[src/rtl/if_pkg.sv]
// Shared types for the instruction-fetch controller: FSM states and the
// {inst, pc, fault} slot handed to ID.
package if_pkg;

  localparam logic [31:0] NOP_INST = 32'h0000_0000;

  typedef enum logic [2:0] {
    IDLE,
    REQ,
    WAIT,
    DREQ,
    DWAIT
  } fetch_state_t;

  typedef struct packed {
    logic [31:0] inst;
    logic [31:0] pc;
    logic        fault;
  } fetch_slot_t;

endpackage

[src/rtl/if_skid_buf.sv]
// Output register plus one-entry skid for fetch results; flush empties both
// and wins over any simultaneous write.
module if_skid_buf
  import if_pkg::*;
#(
  parameter logic [31:0] NOP_INST = if_pkg::NOP_INST
) (
  input  logic        clk,
  input  logic        rst_n,
  input  logic        in_valid,
  input  fetch_slot_t in_slot,
  input  logic        consume,
  input  logic        flush,
  output logic        out_valid,
  output fetch_slot_t out_slot,
  output logic        skid_empty
);

  logic        skid_valid;
  fetch_slot_t skid_slot;
  logic        taken;

  assign taken      = out_valid && consume;
  assign skid_empty = !skid_valid;

  always_ff @(posedge clk) begin
    if (!rst_n) begin
      out_valid  <= 1'b0;
      out_slot   <= '{inst: NOP_INST, pc: 32'h0, fault: 1'b0};
      skid_valid <= 1'b0;
      skid_slot  <= '{inst: NOP_INST, pc: 32'h0, fault: 1'b0};
    end else if (flush) begin
      out_valid  <= 1'b0;
      skid_valid <= 1'b0;
    end else if (taken && skid_valid) begin
      // Refill from skid; an arriving result queues behind it in order.
      out_slot   <= skid_slot;
      skid_valid <= in_valid;
      if (in_valid) skid_slot <= in_slot;
    end else if (taken || !out_valid) begin
      out_valid <= in_valid;
      if (in_valid) out_slot <= in_slot;
    end else if (in_valid) begin
      skid_valid <= 1'b1;
      skid_slot  <= in_slot;
    end
  end

endmodule

[src/rtl/if_fetch_ctrl.sv]
// IF-stage fetch controller: one outstanding instruction-bus read, redirect
// flushing, local misalignment faults, and PC-register enable generation.
module if_fetch_ctrl
  import if_pkg::*;
#(
  parameter int          ALIGN_CHECK = 1,
  parameter logic [31:0] NOP_INST    = if_pkg::NOP_INST
) (
  input  logic        clk,
  input  logic        rst_n,
  input  logic [31:0] pc,
  output logic        pc_en,
  input  logic        redirect,
  input  logic        id_stall,
  output logic        ibus_req,
  output logic [31:0] ibus_addr,
  input  logic        ibus_gnt,
  input  logic        ibus_rvalid,
  input  logic [31:0] ibus_rdata,
  input  logic        ibus_err,
  output logic [31:0] inst,
  output logic [31:0] inst_pc,
  output logic        inst_valid,
  output logic        inst_fault
);

  fetch_state_t state;
  logic [31:0]  pend_pc;
  logic         misaligned;
  logic         skid_empty;
  logic         fault_wr;
  logic         rsp_wr;
  logic         in_valid;
  fetch_slot_t  in_slot;
  fetch_slot_t  out_slot;

  assign misaligned = (ALIGN_CHECK != 0) && (pc[1:0] != 2'b00);
  // Fault slots are gated on skid space just like bus issues, so the skid never overflows.
  assign fault_wr   = (state == IDLE) && !redirect && skid_empty && misaligned;
  assign rsp_wr     = (state == WAIT) && ibus_rvalid && !redirect;
  assign in_valid   = fault_wr || rsp_wr;
  assign pc_en      = redirect || ((state == REQ) && ibus_gnt) || fault_wr;

  always_comb begin
    in_slot = '{inst: NOP_INST, pc: pc, fault: 1'b1};
    if (!fault_wr)
      in_slot = '{inst: ibus_err ? NOP_INST : ibus_rdata, pc: pend_pc, fault: ibus_err};
  end

  // ibus_addr is captured at issue so DREQ keeps the old address after PC is redirected.
  always_ff @(posedge clk) begin
    if (!rst_n) begin
      state     <= IDLE;
      ibus_req  <= 1'b0;
      ibus_addr <= 32'h0;
      pend_pc   <= 32'h0;
    end else begin
      case (state)
        IDLE: if (!redirect && skid_empty && !misaligned) begin
          state     <= REQ;
          ibus_req  <= 1'b1;
          ibus_addr <= pc;
        end
        REQ: if (redirect) begin
          state    <= ibus_gnt ? DWAIT : DREQ;
          ibus_req <= !ibus_gnt;
        end else if (ibus_gnt) begin
          state    <= WAIT;
          ibus_req <= 1'b0;
          pend_pc  <= ibus_addr;
        end
        WAIT: if (redirect) begin
          state <= ibus_rvalid ? IDLE : DWAIT;
        end else if (ibus_rvalid) begin
          state <= IDLE;
        end
        DREQ: if (ibus_gnt) begin
          state    <= DWAIT;
          ibus_req <= 1'b0;
        end
        DWAIT: if (ibus_rvalid) state <= IDLE;
        default: begin
          state    <= IDLE;
          ibus_req <= 1'b0;
        end
      endcase
    end
  end

  if_skid_buf #(.NOP_INST(NOP_INST)) u_skid (
    .clk        (clk),
    .rst_n      (rst_n),
    .in_valid   (in_valid),
    .in_slot    (in_slot),
    .consume    (!id_stall),
    .flush      (redirect),
    .out_valid  (inst_valid),
    .out_slot   (out_slot),
    .skid_empty (skid_empty)
  );

  assign inst       = out_slot.inst;
  assign inst_pc    = out_slot.pc;
  assign inst_fault = out_slot.fault;

endmodule

[config.mk]
export PLATFORM = sky130hd
export DESIGN_NAME = if_fetch_ctrl
export DESIGN_NICKNAME = d
export VERILOG_FILES = /design/src/rtl/if_pkg.sv /design/src/rtl/if_skid_buf.sv /design/src/rtl/if_fetch_ctrl.sv
export SDC_FILE = /design/constraint.sdc
export NUM_CORES = 1
export LEC_CHECK = 0
export CORE_ASPECT_RATIO = 0.5
export CORE_MARGIN = 4
export CORE_UTILIZATION = 52
export CTS_CLUSTER_DIAMETER = 100
export DETAILED_ROUTE_END_ITERATION = 16
export PLACE_DENSITY = 0.81
export SLEW_MARGIN = 20
export SYNTH_ARGS = -nofsm -noshare
export SYNTH_HDL_FRONTEND = slang
export SYNTH_SLANG_ARGS = --single-unit
[constraint.sdc]
create_clock -name clk -period 2.5 [get_ports clk]
set_input_delay 0.25 -clock clk [delete_from_list [all_inputs] [get_ports clk]]
set_output_delay 0.25 -clock clk [all_outputs]
set_load 0.005 [all_outputs]
==> impl_metrics.json <==
{
  "status": "complete, no violations",
  "die_w_um": 188.7,
  "grt.overflow.total": 0,
  "gp_congestion": 0.8062,
  "fin_skew_ns": 0.01615,
  "setup-tns-final_ns": 0,
  "hold_violations": 0,
  "required_ns": 2.83,
  "final_common_cell": "dfxtp_1",
  "path_clk_slew_ns": 0.08,
  "drt_iter0_drc": 626,
  "grt_pass1_wl_mm": 39.90,
  "fmax_mhz": 445.1,
  "critPathMaxFanout": 48,
  "grt_antenna_before_repair": 0,
  "hold_buffers": 0,
  "startpoint_type": "register",
  "cp_cell_sequence": "nor4_4 > a211oi_4 > or3_2 > buf_12 > o32ai_1",
  "wl_per_cell_um": 17.84,
  "ys_warn_count": 0,
  "clk_latency_ns": 0.43,
  "crit_family": "simple AND/OR/NAND/NOR gates",
  "setup_viol": 0,
  "synth.net_count": 1085,
  "grt_max_degree": 69,
  "fin_crit_sh_pct": 89.87,
  "power_density_mw_per_mm2": 610.5,
  "nNetsFinal": 1201,
  "hold_path_class": "in -> reg",
  "grtUsageTotal_pct": 25.78,
  "vias": 8049,
  "clk_path_buf_depth": 2,
  "syn_area_per_cell_um2": 8.368,
  "area_growth_pct": 30.05,
  "syn_inst": 1014,
  "setup_slack_ns": 0.2531,
  "drv_cap": 0,
  "diodes": 0,
  "crit_buf_inv": 1,
  "portBuffers": 170,
  "synth_seq_cells": 200,
  "drive_gt1_share_pct": 6.912,
  "cts_tree": "yes",
  "drtAntennaViolNets": 0,
  "netlist_top_cells_area": "dfxtp_1, nand2_1, a31oi_1",
  "cp-end-kind": "register",
  "htreeDepth": 4,
  "synth_cell_types": 41,
  "pin_count": 171,
  "tightest_slew_ns": 1.002,
  "post_cts_resized": 0,
  "drc_errors": 0,
  "rsz0062_at_grt": "false",
  "fin_area_mm2": 0.01104,
  "root_buffer": "clkbuf_16",
  "synth_top_cell_by_area": "dfxtp_1",
  "yosysSeqAreaShare_pct": 47.18,
  "postCtsSetupBuffers": 0,
  "rows": 32,
  "max_slew_margin_pct": 33.06,
  "cpMaxStageDelayCell": "nor4_4",
  "dieArea_mm2": 0.01855,
  "place_area_mm2": 0.01043,
  "ir_drop_mv": 0.4961,
  "worstPathArrival_ns": 2.57,
  "first_pass_iters": 8,
  "criticalPathCategory": "reg -> reg",
  "coreArea_mm2": 0.01570,
  "initial_core_util_pct": 54.07,
  "final_cell_mix": "dfxtp_1, nand2_1, clkdlybuf4s50_1, a21oi_1, a31oi_1",
  "grt_pass1_vias": 7746,
  "p_leak_nw": 3.835,
  "synth_top_area_share_pct": 47.18,
  "synth.cell_area_mm2": 0.008486,
  "fill_cells": 1245,
  "max_stage_delay_ns": 0.58,
  "fin_hold_ws_ns": 0.2894,
  "drv_slew": 0,
  "die_h_um": 98.33,
  "post-dp-hpwl_mm": 15.07,
  "drt-total-wl_mm": 24.33,
  "cts_made_buffers": 17,
  "p_total_mw": 6.737,
  "via_per_inst": 5.901,
  "cts_sinks": 200,
  "period_minus_slack_ns": 2.247,
  "pre_cts_slack_ns": 0.01087
}
==> cells by family after synthesis <==
kind of cell / count (synthesis) / share of synthesized area, %
buf+inv: 107 / 4.866
mux: 31 / 3.657
flops: 200 / 47.18
simple gates: 327 / 17.41
compound gates: 349 / 26.88
==> cell usage after synthesis, drive strengths merged <==
cell,number
and3b,1
o22ai,2
o21ai,69
a21o,3
a221oi,2
a21boi,32
nor3,3
and3,2
nor4,3
o31ai,1
o32ai,31
nor2,42
a22oi,2
nand3,4
and2,36
inv,2
a31oi,62
mux2i,31
a211oi,3
nand4,33
nor2b,1
o211ai,34
o21a,1
or4,1
nand2b,5
or3,1
o41ai,2
o21ba,1
dfxtp,200
nand3b,1
a21oi,70
buf,13
or3b,1
clkbuf,92
nor4bb,1
o2bb2ai,34
nand2,192
==> through the flow <==
| stage | instances | util [%] |
|---|---|---|
| floorplan | 1014 | - |
| global placement | 1332 | 66.46 |
| detailed placement | 1332 | 66.46 |
| CTS | 1364 | 70.31 |
| global route | 1364 | 70.31 |
| finish | 1364 | 70.31 |
==> where the power goes <==
| group | switching [mW] | internal, mW |
|---|---|---|
| logic | 0.374 | 0.314 |
| registers | 0.0337 | 3.23 |
| clock network | 1.40 | 1.39 |
==> layer usage <==
layer,up-vias,track usage [%],routed length (µm)
met4,0,6.547,263
li1,3899,-,-
met1,3823,34.65,10730
met3,30,4.036,1537
met2,297,43.88,11800
met5,-,0,0
==> worst min-delay path: stages <==
cell and delay [ns]:
buf_4 0.24, nand2_1 0.11, o21ai_0 0.06
==> final cells by class <==
cell class                      count  area, µm²  area share, %
Multi-Input combinational cell    707       4141          37.53
Sequential cell                   200       4004          36.28
Timing Repair Buffer              202       2002          18.14
Clock buffer                       18      439.2          3.980
Tap cell                          221      276.5          2.506
Clock inverter                     14      165.2          1.497
Inverter                            2      7.507        0.06803
==> state kept, by name, summed over array words and instances (netlist names) <==
name / cells
u_skid.skid_slot: 65
ibus_req: 1
u_skid.skid_valid: 1
pend_pc: 32
state: 3
ibus_addr: 32
u_skid.out_slot: 65
u_skid.out_valid: 1
==> final timing paths <==
| path | slack, ns | cells after the start | startpoint | end |
|---|---|---|---|---|
| min | 0.29 | 3 | rst_n | u_skid.skid_slot[56] |
| max | 0.25 | 5 | state[0] | u_skid.out_slot[25] |
| max reg2reg | 0.25 | 5 | state[0] | u_skid.out_slot[25] |
| min reg2reg | 0.46 | 2 | u_skid.skid_slot[50] | u_skid.skid_slot[50] |
No activity file was read; power rests on OpenSTA's default activity.
